[src/rtl/stage_fetch.sv]
// stage_fetch: instruction fetch stage pairing in-order imem responses with PCs in a slot buffer
module stage_fetch #(
  parameter logic [31:0] RESET_PC = 32'h0000_0000,
  parameter int          DEPTH    = 4
) (
  input  logic        clk,
  input  logic        rst_n,
  input  logic        redirect,
  input  logic [31:0] redirect_pc,
  output logic        imem_req_valid,
  input  logic        imem_req_ready,
  output logic [31:0] imem_req_addr,
  input  logic        imem_resp_valid,
  input  logic [31:0] imem_resp_data,
  output logic        out_valid,
  input  logic        out_ready,
  output logic [31:0] out_pc,
  output logic [31:0] out_instr
);
  localparam int PW = $clog2(DEPTH);
  localparam int CW = PW + 1;
  localparam int OW = CW + 1;

  logic [31:0]      fetch_pc;
  logic [31:0]      slot_pc    [DEPTH];
  logic [31:0]      slot_instr [DEPTH];
  logic [DEPTH-1:0] slot_filled;
  logic [PW-1:0]    head, tail, fill;
  logic [CW-1:0]    alloc_cnt, pend_cnt, drop_cnt;
  logic [OW-1:0]    occupancy;
  logic             req_fire, out_fire, resp_drop, resp_fill, resp_any;

  // Handshakes, issue throttle (drops still hold a slot's worth of memory credit) and response routing
  always_comb begin
    out_valid      = (alloc_cnt != '0) && slot_filled[head];
    out_pc         = out_valid ? slot_pc[head] : '0;
    out_instr      = out_valid ? slot_instr[head] : '0;
    out_fire       = out_valid && out_ready;
    occupancy      = OW'(alloc_cnt) + OW'(drop_cnt) - OW'(out_fire);
    imem_req_valid = rst_n && !redirect && (occupancy < OW'(DEPTH));
    imem_req_addr  = fetch_pc;
    req_fire       = imem_req_valid && imem_req_ready;
    resp_drop      = imem_resp_valid && (drop_cnt != '0);
    resp_fill      = imem_resp_valid && (drop_cnt == '0) && (pend_cnt != '0);
    resp_any       = imem_resp_valid && ((drop_cnt != '0) || (pend_cnt != '0));
  end

  // Slot storage: allocate at tail with the fetch PC, fill the oldest unfilled slot
  always_ff @(posedge clk) begin
    if (req_fire) begin
      slot_pc[tail]     <= fetch_pc;
      slot_filled[tail] <= 1'b0;
    end
    if (resp_fill && !redirect) begin
      slot_instr[fill]  <= imem_resp_data;
      slot_filled[fill] <= 1'b1;
    end
  end

  // Pointers and counters; a redirect empties the buffer and turns unfilled slots into drops
  always_ff @(posedge clk or negedge rst_n) begin
    if (!rst_n) begin
      fetch_pc  <= RESET_PC;
      head      <= '0;
      tail      <= '0;
      fill      <= '0;
      alloc_cnt <= '0;
      pend_cnt  <= '0;
      drop_cnt  <= '0;
    end else if (redirect) begin
      fetch_pc  <= redirect_pc & ~32'h3;
      head      <= '0;
      tail      <= '0;
      fill      <= '0;
      alloc_cnt <= '0;
      pend_cnt  <= '0;
      drop_cnt  <= drop_cnt + pend_cnt - CW'(resp_any);
    end else begin
      if (req_fire) begin
        fetch_pc <= fetch_pc + 32'd4;
        tail     <= tail + PW'(1);
      end
      if (resp_fill) fill <= fill + PW'(1);
      if (out_fire) head <= head + PW'(1);
      alloc_cnt <= alloc_cnt + CW'(req_fire) - CW'(out_fire);
      pend_cnt  <= pend_cnt + CW'(req_fire) - CW'(resp_fill);
      drop_cnt  <= drop_cnt - CW'(resp_drop);
    end
  end
endmodule

[config.mk]
export PLATFORM = sky130hd
export DESIGN_NAME = stage_fetch
export DESIGN_NICKNAME = d
export VERILOG_FILES = /design/src/rtl/stage_fetch.sv
export SDC_FILE = /design/constraint.sdc
export NUM_CORES = 1
export LEC_CHECK = 0
export ABC_AREA = 1
export BUFFER_PORTS_ARGS = -buffer_cell sky130_fd_sc_hd__buf_2
export CAP_MARGIN = 20
export CORE_ASPECT_RATIO = 0.8
export CORE_UTILIZATION = 50
export CTS_BUF_LIST = sky130_fd_sc_hd__clkbuf_8
export DETAILED_ROUTE_END_ITERATION = 8
export PLACE_DENSITY = 0.7
export SLEW_MARGIN = 20
export SYNTH_ARGS = -nofsm -noshare
export SYNTH_HDL_FRONTEND = slang
export SYNTH_SLANG_ARGS = --single-unit
export TNS_END_PERCENT = 20
[constraint.sdc]
create_clock -name clk -period 4.28 [get_ports clk]
set_input_delay 0.428 -clock clk [delete_from_list [all_inputs] [get_ports clk]]
set_output_delay 0.428 -clock clk [all_outputs]
set_load 0.05 [all_outputs]
# --- Yosys cells after proc, flatten, opt, wreduce, memory -nomap -nowiden ---
# Memory sizes are Yosys's and may differ from the RTL's.
# Index checks and enable logic that the tools add are counted.
# W data, S select, Z words.
classes:
  n_bitwise: 3
  n_reduce_logical: 21
  n_lt_le_gt_ge: 6
  n_mux: 25
  n_addsub: 13
op_table:
  columns: ["op", "count"]
  rows:
  - ["$mux W32", 4]
  - ["$add A32 B3 Y32 const B", 1]
  - ["$logic_and A1 B1 Y1", 12]
  - ["$mux W2", 6]
  - ["$sub A3 B1 Y3", 4]
  - ["$lt A2 B3 Y1 const B", 3]
  - ["$mux W3", 3]
  - ["$reduce_bool A3 Y1", 3]
  - ["$mux W4", 2]
  - ["$mux W1", 7]
  - ["$add A2 B1 Y2 const B", 3]
  - ["$add A3 B1 Y3", 2]
  - ["$reduce_bool A2 Y1", 3]
  - ["$add A3 B3 Y4", 1]
  - ["$and A4 B4 Y4", 1]
  - ["$demux W1 S2", 2]
  - ["$ge A2 B1 Y1 const B", 2]
  - ["$lt A4 B3 Y1 const B", 1]
  - ["$not A4 Y4", 1]
  - ["$or A4 B4 Y4", 1]
  - ["$sub A4 B1 Y4", 1]
  - ["$add A3 B3 Y3", 1]
  - ["$logic_not A3 Y1", 1]
  - ["$bmux W1 S2", 1]
  - ["other kinds (2)", 2]
totals:
  regBits: 51
  in_bits: 70
  n_memories: 2
  ramBits: 256
memory_table:
  columns: ["memory", "words", "word_bits", "read_ports", "rd_clocked_by_memory_dff", "wr", "line", "text"]
  rows:
  - ["slot_instr", 4, 32, 1, 0, 1, "26", "logic [31:0] slot_instr [DEPTH];"]
  - ["slot_pc", 4, 32, 1, 0, 1, "25", "logic [31:0] slot_pc [DEPTH];"]

# --- Depth between registers and ports, before layout ---
# Gate-level depths: netlist of the first run.
logic_depth:
  depth_word: 11
  depth_mapped: 28

# --- Least setup slack after synthesis of the first run ---
# No wires, ideal clock.
synth_timing:
  kind: "register to register"
  startpoint: "reg head[0]"
  endpoint: "mem slot_pc[0][10], enable pin"
  period_less_slack_ns: 3.999
  required_ns: 3.863
  slack_ns: 0.281
  arrival_time_ns: 3.582
  stages_incl_launch_ff: 23
  path_cell_list: "dfrtp_1 -> inv_2 -> buf_2 -> nand2_1 -> nand2_1 -> nand2_1 -> o21ai_0 -> o21ai_1 -> buf_2 -> nor2_2 -> ha_1 -> inv_1 -> ha_1 -> nand2_1 -> inv_1 -> nand2_1 -> nand2_1 -> nand2_2 -> inv_1 -> nor2_1 -> nand3_1 -> buf_2 -> nor2_1"
synth_between:
  elab_chain_len: 10
synth_rtl:
  columns: ["element", "line", "text"]
  rows:
  - ["from (decl)", "28", "logic [PW-1:0] head, tail, fill;"]
  - ["from (signal assigned)", "84", "if (out_fire) head <= head + PW'(1);"]
  - ["$bmux W1 S2", "35", "out_valid = (alloc_cnt != '0) && slot_filled[head];"]
  - ["$mux W1 (not written as such)", "35", null]
  - ["$logic_and A1 B1 Y1", "35", null]
  - ["$logic_and A1 B1 Y1", "38", "out_fire = out_valid && out_ready;"]
  - ["$sub A4 B1 Y4", "39", "occupancy = OW'(alloc_cnt) + OW'(drop_cnt) - OW'(out_fire);"]
  - ["$lt A4 B3 Y1", "40", "imem_req_valid = rst_n && !redirect && (occupancy < OW'(DEPTH));"]
  - ["$logic_and A1 B1 Y1", "40", null]
  - ["$logic_and A1 B1 Y1", "42", "req_fire = imem_req_valid && imem_req_ready;"]
  - ["$mux W1", "50", "if (req_fire) begin"]
  - ["$mux W1 (not written as such)", "51", "slot_pc[tail] <= fetch_pc;"]
  - ["to (decl)", "25", null]
# Every way passes these cells. The select of a mux whose other input is x is not followed.

# --- Worst setup path in the final report of the first run ---
layout_timing:
  startpoint: "reg head[0]"
  endpoint: "reg pend_cnt[2]"
layout_between:
  elab_chain_len: 11
layout_rtl:
  columns: ["element", "line", "text"]
  rows:
  - ["$bmux W1 S2", "35", null]
  - ["$mux W1 (not written as such)", "35", null]
  - ["$logic_and A1 B1 Y1", "35", null]
  - ["$logic_and A1 B1 Y1", "38", null]
  - ["$sub A4 B1 Y4", "39", null]
  - ["$lt A4 B3 Y1", "40", null]
  - ["$logic_and A1 B1 Y1", "40", null]
  - ["$logic_and A1 B1 Y1", "42", null]
  - ["$add A3 B1 Y3", "86", "pend_cnt <= pend_cnt + CW'(req_fire) - CW'(resp_fill);"]
  - ["$sub A3 B1 Y3", "86", null]
  - ["$mux W3", "70", "end else if (redirect) begin"]
  - ["to (signal assigned)", "86", null]
  - ["to (decl)", "29", "logic [CW-1:0] alloc_cnt, pend_cnt, drop_cnt;"]
# Every way passes these cells. The select of a mux whose other input is x is not followed.
# A chain may end at the register's enable or synchronous reset.

==> flow_summary.toml, run 1 <==
[status]
status = "finished clean"

[clocking]
path_clk_slew_ns = 0.06
clock_path_buffers = 3
cts.sinks = 297
clock_latency_ns = 0.56
post_cts.repair.setup_buffers = 0
cts_tree = "yes"
cts_made_buffers = 47
htreeDepth = 2
ctsRootBufferMaster = "clkbuf_8"

[setup_path]
rrSetupSlack_ns = 0.42
r2r-end = "pend_cnt[2]"
crit_required_ns = 4.70
critPathLaunch = "head[0]"
cp.arrival_ns = 4.28
crit_fanout = 18
rr_startpoint = "head[0]"
crit_path_start_kind = "register"
critPathKind = "register to register"
ff2ff_path_depth = 26
crit_path_end_kind = "register"

[power_and_ir_drop]
leakagePower_nw = 6.14
pwr-share-seq_pct = 52.7
switchingPower_mw = 2.02
power.internal_mw = 4.71
irDropWorstVdd_mv = 0.305
clockPowerShare_pct = 31.8
power_density_mw_per_mm2 = 444
swShare_pct = 30.0
p_comb_share_pct = 15.5

[floorplan]
die_x_um = 183
num_rows = 52
io_pins = 168
die_y_um = 147
die_area_sq_mm = 0.0270
core_sq_mm = 0.0256
initial_utilization_pct = 51.5

[finish]
finalNetCount = 1537
synthToLayoutAreaGrowth_pct = 15.1
drive_gt1_share_pct = 17.5
layoutNonFillerInstCount = 1828
fillCellCount = 2129

[route]
initialDrtViolationCount = 835
via_count = 9606
routedWlPerCell_um = 16.9
vias_per_cell = 5.25
drt.antenna.violating_nets = 0
finalWirelength_um = 31000
drc = 0
drtPass1Iterations = 5

[sta]
period_needed_ns = 3.86
slew_viol_final = 0
finalCritPeriodShare_pct = 90.1
max_freq_mhz = 259
rsz0062_at_grt = "false"
finalHoldViolCount = 0
setup_viol = 0
tightest_slew_ns = 1.06
tns_ns = 0
maxSlewHeadroom_pct = 29.2
fin_skew_ns = 0.0235

[logic_synthesis]
synth_top_area_cell = "edfxtp_1"
synth_area_leaders = "edfxtp_1, nor2_1, dfrtp_1"
synth.avg_cell_area_sq_um = 10.4
ys_seq_area_share_pct = 65.8
ys_ff_latch = 297
syn_inst = 1271
ys.warnings.count = 0
synth_top_area_share_pct = 56.6
synth_cell_types = 31
syn_area_sq_mm = 0.0132

[global_routing]
antenna_found_initial = 2
grt_remaining_overflow = 0
grt_max_degree = 113
grt_pass1_wl_um = 48500
grt_usage_pct = 23.1
grt_pass1_vias = 9139

[placed_design]
dp_hpwl_um = 18700
place_congestion = 0.838
port_buffers = 161
placedCellCount = 1743

[job]
maxCapViolCount = 0

[hold_path]
min_path_type = "input port to async pin"
==> layout make-up <==
cell class	count	area [sq um]	area share (%)
clock inverters	35	149	0.983
repair buffers	185	998	6.59
diodes	1	2.50	0.0165
flip-flops and latches	297	8660	57.2
clock buffers	49	674	4.45
inverters	60	225	1.49
multi-input cells	850	4000	26.4
well taps	351	439	2.90
==> layout by cell type (no fill, tap or decap), drive strengths merged, types with 10 or more instances in the layout <==
master,instances
clkinv,24
dfrtp,45
nor2,315
ha,23
nand3b,10
nand2,186
a21oi,65
inv,70
edfxtp,248
xor2,10
buf,185
o21ai,143
clkbuf,49
nand3,75
==> worst max-delay path, cell delays in order (launching register included) <==
cell	delay [ns]
dfrtp_4	0.50
inv_2	0.24
nand2_1	0.09
nand2_1	0.07
nand2_1	0.04
o21ai_1	0.15
o21ai_4	0.09
nor2_2	0.18
ha_1	0.19
inv_1	0.04
ha_1	0.28
nand2_1	0.07
inv_1	0.03
nand2_1	0.08
nand2_1	0.07
nand2_2	0.07
inv_1	0.04
nor2_1	0.07
nand3_1	0.09
buf_4	0.20
ha_1	0.29
inv_1	0.05
ha_1	0.13
inv_1	0.05
fa_1	0.38
o21ai_0	0.19
a21oi_1	0.06
==> registers in the layout (all words and copies together) (netlist names) <==
| name | flops |
|---|---|
| slot_instr | 128 |
| slot_pc | 120 |
| imem_req_addr | 30 |
| slot_filled | 4 |
| alloc_cnt | 3 |
| drop_cnt | 3 |
| pend_cnt | 3 |
| fill | 2 |
| head | 2 |
| tail | 2 |
==> per-layer routing <==
layer  wire, um  share of wire, %  global-route usage, %  vias to the layer above
met4        613               2.0                   6.71                        0
met1      13600                44                   31.9                     4530
met5          0                 0                      0                        -
met2      14400                46                   37.4                      370
met3       2350               7.6                   4.54                       58
li1           -                 -                      -                     4648
==> worst max path at each step <==
stage	endpoint	slack, ns	cells after the start
2_1_floorplan	slot_pc[0][10]	0.28	22
3_3_place_gp	alloc_cnt[2]	0.47	24
3_5_place_dp	pend_cnt[2]	0.36	24
4_1_cts	pend_cnt[2]	0.32	24
5_1_grt	pend_cnt[2]	0.08	26
6_report	pend_cnt[2]	0.42	26
==> through the flow <==
step	power, mW	area, sq um	hold slack, ns	worst slack, ns	utilization, %
2_1_floorplan	4.31	13200	0.132	0.281	-
6_report	6.73	15100	0.0535	0.422	59.2
4_1_cts	6.79	15100	0.0553	0.319	59.2
3_3_place_gp	4.62	14300	0.447	0.466	56.0
3_5_place_dp	4.65	14300	0.452	0.361	56.0
5_1_grt	7.05	15100	0.0538	0.0785	59.2
==> power groups by stage <==
stage / clock (mW) / sequential, mW / combinational [mW]
2_1_floorplan: 0 / 3.70 / 0.606
3_3_place_gp: 0 / 3.59 / 1.03
3_5_place_dp: 0 / 3.60 / 1.05
4_1_cts: 2.19 / 3.55 / 1.05
5_1_grt: 2.32 / 3.56 / 1.17
6_report: 2.14 / 3.55 / 1.04
==> kinds of logic after synthesis <==
logic type               Yosys count  share of synthesized area, %
flip-flops                       297                          65.8
XOR/XNOR                          19                          1.26
AND/OR/NAND/NOR                  591                          18.1
buffers and inverters            127                          4.11
other                              1                        0.0285
adder cells (fa/ha/maj)           26                          2.64
multiplexers                       1                        0.0761
AO/OA/AOI/OAI                    209                          7.96
==> cells in the mapped netlist <==
cell type  number
nor2_2          1
conb_1          1
inv_2           2
buf_6           3
nand3b_1       10
o21ai_1         2
and3_1          1
buf_4           5
nand2_2         4
nor3_4          1
fa_1            3
xor2_1         10
a31oi_1         1
nand2_1       182
buf_2          18
edfxtp_1      248
dfrtp_1        45
nor3_1          2
xnor2_1         9
nand4_1         1
dfxtp_1         4
mux2i_1         1
ha_1           23
buf_1          10
clkbuf_1       31
inv_1          58
nand3_2         1
o21ai_0       141
a21oi_1        65
nand3_1        74
nor2_1        314
==> what timing repair did <==
| action | 4_1_cts | 5_1_grt |
|---|---|---|
| hold buffers | 0 | 0 |
| endpoints found under the setup margin | 0 | 2 |
| resized for setup | 0 | 1 |
| endpoints found under the hold margin | 0 | 0 |
Power figures use the tool's default switching activity.
==> inputs of run 2 (changes only) <==
PLACE_DENSITY = 0.76   (was 0.7)
==> run 2 against run 1 <==
Effect of this change:
- clock power increased by 14%
- hold slack got worse by 0.0067 ns
- sequential cell count unchanged
- combinational power about the same
- non-clock buffer count decreased by 2
- cell count increased by 0.11%
- sequential power about the same
- critical path type unchanged
==> flow_summary.toml, run 2 (synthesis results as in run 1) <==
[status]
status = "finished clean"

[setup_path]
r2r-end = "pend_cnt[2]"
cp.arrival_ns = 4.27
crit_path_start_kind = "register"
critPathKind = "register to register"
crit_path_end_kind = "register"
rr_startpoint = "head[0]"
crit_fanout = 21
ff2ff_path_depth = 23
crit_required_ns = 4.71
rrSetupSlack_ns = 0.43

[finish]
synthToLayoutAreaGrowth_pct = 15.9
largest_register_ffs = 128
layout_commonest_cell = "nor2_1"
drive_gt1_share_pct = 17.7
fin_util_pct = 59.6
finalNetCount = 1534
top_register = "slot_instr"
mostFrequentLayoutCells = "nor2_1, edfxtp_1, nand2_1"

[route]
initialDrtViolationCount = 645
routedWlPerCell_um = 16.7
drtPass1Iterations = 5
finalWirelength_um = 30600
drc = 0
drt.antenna.violating_nets = 0
vias_per_cell = 5.27
via_count = 9646

[global_routing]
grt_max_degree = 110
grt_pass1_wl_um = 47600
antenna_found_initial = 2
grt_usage_pct = 22.7
grt_remaining_overflow = 0
grt_pass1_vias = 9192

[clocking]
path_clk_slew_ns = 0.06
post_cts.repair.setup_buffers = 0
clock_latency_ns = 0.56
ctsResizeCount = 0
cts_made_buffers = 46
cts_tree = "yes"
ctsRootBufferMaster = "clkbuf_8"
cts_hold_buf = 0
cts.sinks = 297
htreeDepth = 2
clock_path_buffers = 3

[sta]
maxSlewHeadroom_pct = 34.0
fin_skew_ns = 0.0213
rsz0062_at_grt = "false"
slew_viol_final = 0
tightest_slew_ns = 0.990
tns_ns = 0
setup_viol = 0
max_freq_mhz = 260
finalCritPeriodShare_pct = 89.8
period_needed_ns = 3.85
finalHoldViolCount = 0

[floorplan]
initial_utilization_pct = 51.5
die_y_um = 147
io_pins = 168
die_x_um = 183
die_area_sq_mm = 0.0270
num_rows = 52
core_sq_mm = 0.0256

[power_and_ir_drop]
power_density_mw_per_mm2 = 461
leakagePower_nw = 6.19
p_total_mw = 7.02
irDropWorstVdd_mv = 0.290

[placed_design]
dp_hpwl_um = 18700
port_buffers = 161
place_congestion = 0.904

[hold_path]
min_path_type = "input port to async pin"

[job]
maxCapViolCount = 0
run 2: changes by cell type in the layout (fill, tap and decap cells not counted), sizes merged:
cell,before,now
buf,185,183
bufinv,0,5
diode,1,3
inv,70,73
clkbuf,49,47
clkinv,24,20
run 2: per-layer routing:
layer / wire length [um] / GRT usage (%) / vias up
met5: 11 / 0 / -
met4: 674 / 6.79 / 2
met3: 2330 / 4.91 / 64
met2: 14300 / 37.1 / 340
met1: 13300 / 30.7 / 4590
li1: - / - / 4650
run 2: worst max-delay path, cell delays in order (launching register included):
cell and delay, ns:
dfrtp_4 0.50, inv_2 0.26, nor2_1 0.07, o21ai_0 0.33, o21ai_4 0.10, nor2_2 0.18
ha_1 0.17, inv_1 0.04, ha_1 0.28, nand2_1 0.07, inv_1 0.04, nand2_1 0.08
nand2_1 0.07, nand2_2 0.08, inv_1 0.04, nor2_1 0.10, nand3_1 0.15, ha_1 0.32
inv_1 0.06, ha_1 0.13, inv_1 0.05, fa_1 0.37, o21ai_0 0.19, a21oi_1 0.06
run 2: report_power, final:
part	switching, mW	internal (mW)
clock network	1.10	1.33
logic	0.723	0.323
registers	0.224	3.32
run 2: worst max-delay path by stage:
| stage | from | endpoint |
|---|---|---|
| finish | head[0] | pend_cnt[2] |
| global route | head[0] | alloc_cnt[2] |
| CTS | head[0] | alloc_cnt[2] |
| detailed placement | head[0] | pend_cnt[2] |
| global placement | head[0] | alloc_cnt[2] |
| floorplan | head[0] | slot_pc[0][10] |
run 2: stage by stage:
step / hold WS (ns) / area [sq um] / instances / setup WS, ns
2_1_floorplan: 0.132 / 13200 / 1274 / 0.281
6_report: 0.0468 / 15200 / 1830 / 0.435
3_3_place_gp: 0.445 / 14300 / 1741 / 0.559
5_1_grt: 0.0567 / 15200 / 1827 / 0.0929
3_5_place_dp: 0.460 / 14300 / 1741 / 0.450
4_1_cts: 0.0406 / 15200 / 1827 / 0.396
run 2: cell type report:
class                      instances  area, sq um
tap                              351          439
clock buffer                      47          647
timing repair buffer             183          971
fill                            2097        10300
multi-input combinational        850         4000
clock inverter                    39          299
sequential                       297         8660
antenna                            3         7.51
inverter                          60          225
==> inputs of run 3 (changes only) <==
ABC_AREA = not set   (was 1)
PLACE_DENSITY = 0.77   (was 0.76)
==> run 3 against run 2 <==
Effect of this change:
- wire length fell by 16%
- total power fell by 11%
- die area fell by 4.9%
- core utilization fell by 0.20 points
- non-clock buffer count fell by 5
- worst setup slack got worse by 0.022 ns
- area after synthesis fell by 5.0%
- hold slack got worse by 0.0084 ns
- global-route usage fell by 2.0 points
- cell count fell by 30%
- critical endpoint unchanged
==> flow_summary.toml, run 3 <==
[route]
wl_met1_um = 11500
via_count = 7053
initialDrtViolationCount = 393
drtPass1Iterations = 5
drt.antenna.violating_nets = 0
routedWlPerCell_um = 20.2
finalWirelength_um = 25800
vias_per_cell = 5.51
dr_wl_met2_um = 12200
top_layer_used = "met4"
met3_length_um = 1680
drc = 0

[sta]
finalCritPeriodShare_pct = 90.3
setup_viol = 0
maxSlewHeadroom_pct = 34.1
period_needed_ns = 3.87
slew_viol_final = 0
finalHoldViolCount = 0
tns_ns = 0
whs_ns = 0.0384
tightest_slew_ns = 0.988
fin_skew_ns = 0.0299
max_freq_mhz = 259
rsz0062_at_grt = "false"

[power_and_ir_drop]
clockPowerShare_pct = 34.1
irDropWorstVdd_mv = 0.176
p_comb_share_pct = 12.4
p_total_mw = 6.25
switchingPower_mw = 1.66
pwr-share-seq_pct = 53.5
swShare_pct = 26.5
power.internal_mw = 4.59
power_density_mw_per_mm2 = 430
leakagePower_nw = 5.48

[finish]
layout_commonest_cell = "edfxtp_1"
top_register = "slot_instr"
antenna_cells = 0
synthToLayoutAreaGrowth_pct = 16.1
finalNetCount = 1021
largest_register_ffs = 128
drive_gt1_share_pct = 33.0
finalInstanceArea_sq_mm = 0.0145
mostFrequentLayoutCells = "edfxtp_1, buf_2, and2_1"

[setup_path]
crit_fanout = 5
cp.arrival_ns = 4.29
crit_path_start_kind = "register"
rr_startpoint = "head[0]"
ff2ff_path_depth = 18
rrSetupSlack_ns = 0.41
r2r-end = "pend_cnt[2]"
crit_path_end_kind = "register"
crit_required_ns = 4.70
critPathKind = "register to register"

[clocking]
ctsResizeCount = 0
clock_path_buffers = 3
post_cts.repair.setup_buffers = 0
ctsRootBufferMaster = "clkbuf_8"
clock_latency_ns = 0.55
cts_made_buffers = 47
cts.sinks = 297
cts_tree = "yes"
path_clk_slew_ns = 0.06
cts_hold_buf = 0
htreeDepth = 2

[global_routing]
grt_pass1_vias = 7136
antenna_found_initial = 0
grt_usage_pct = 20.7
grt_pass1_wl_um = 39900
grt_remaining_overflow = 0
grt_max_degree = 65

[logic_synthesis]
synthArstFlopShare_pct = 15.2
synth_area_leaders = "edfxtp_1, mux4_2, dfrtp_1"
synth_top_area_share_pct = 59.6
synth_top_area_cell = "edfxtp_1"
synth.avg_cell_area_sq_um = 17.0
synth_cell_types = 50
ys.flop_type = "edfxtp_1"
syn_area_sq_mm = 0.0125
synth_common_cells = "edfxtp_1, and2_1, mux4_2"
synth-edff-count = 248
synth.most_common_cell = "edfxtp_1"
syn_inst = 736
ys.warnings.count = 0
ys_ff_latch = 297
ys_seq_area_share_pct = 69.2

[status]
status = "finished clean"

[placed_design]
port_buffers = 161
placed_area_sq_mm = 0.0137
dp_hpwl_um = 16000
place_congestion = 0.795

[floorplan]
initial_utilization_pct = 51.2
die_area_sq_mm = 0.0256
num_rows = 51
die_x_um = 179
die_y_um = 143
core_sq_mm = 0.0244
io_pins = 168

[hold_path]
min_path_type = "input port to async pin"

[job]
maxCapViolCount = 0
-- run 3: cells by family after synthesis --
kind of cell               synth area share (%)
AOI/OAI and AO/OA                          3.93
xor gates and xnor gates                   1.96
adders and majority gates                  2.78
buffers and inverters                      2.24
DFF                                        69.2
muxes                                      11.8
other                                    0.0300
and+or+nand+nor                            8.00
-- run 3: power by group through the flow --
stage / clock [mW] / combinational [mW] / sequential (mW)
5_1_grt: 2.32 / 0.854 / 3.35
3_5_place_dp: 0 / 0.774 / 3.40
6_report: 2.13 / 0.776 / 3.34
3_3_place_gp: 0 / 0.756 / 3.39
4_1_cts: 2.19 / 0.779 / 3.34
2_1_floorplan: 0 / 0.457 / 3.47
-- run 3: final cells by class --
| class | count | area [sq um] |
|---|---|---|
| Tap cell | 318 | 398 |
| Timing Repair Buffer | 178 | 933 |
| Clock inverter | 35 | 153 |
| Clock buffer | 50 | 688 |
| Sequential cell | 297 | 8660 |
| Fill cell | 1911 | 9920 |
| Multi-Input combinational cell | 374 | 3590 |
| Inverter | 27 | 101 |
-- run 3: metrics by stage --
step                      std cells  setup slack (ns)  utilization, %
after floorplan                 739             0.170               -
after global placement         1194             0.446            56.0
after detailed placement       1194             0.378            56.0
after CTS                      1279             0.367            59.4
after global routing           1279             0.111            59.4
final                          1279             0.413            59.4
-- run 3: critical path, cell delays in order (launching register included) --
cell	delay, ns
dfrtp_4	0.41
mux4_2	0.50
o31a_2	0.13
and2_1	0.20
ha_1	0.19
inv_1	0.05
ha_1	0.21
and3b_4	0.21
nor4_4	0.24
o211a_1	0.27
inv_1	0.10
ha_1	0.29
inv_1	0.05
ha_1	0.12
inv_1	0.05
fa_1	0.38
xnor2_1	0.17
xnor2_1	0.13
nor2_1	0.05
-- run 3: worst max-delay path by stage --
stage,endpoint,slack (ns),cells past startpoint,startpoint
after CTS,pend_cnt[2],0.37,18,head[0]
final,pend_cnt[2],0.41,18,head[0]
after global routing,pend_cnt[2],0.11,18,head[0]
after detailed placement,pend_cnt[2],0.38,18,head[0]
after global placement,pend_cnt[2],0.45,18,head[0]
after floorplan,pend_cnt[2],0.17,20,head[1]
-- run 3: metal layers --
layer  track usage [%]  vias up
li1                  -     3220
met1              29.8     3543
met2              32.4      255
met3              4.02       35
met4              5.80        0
met5                 0        -
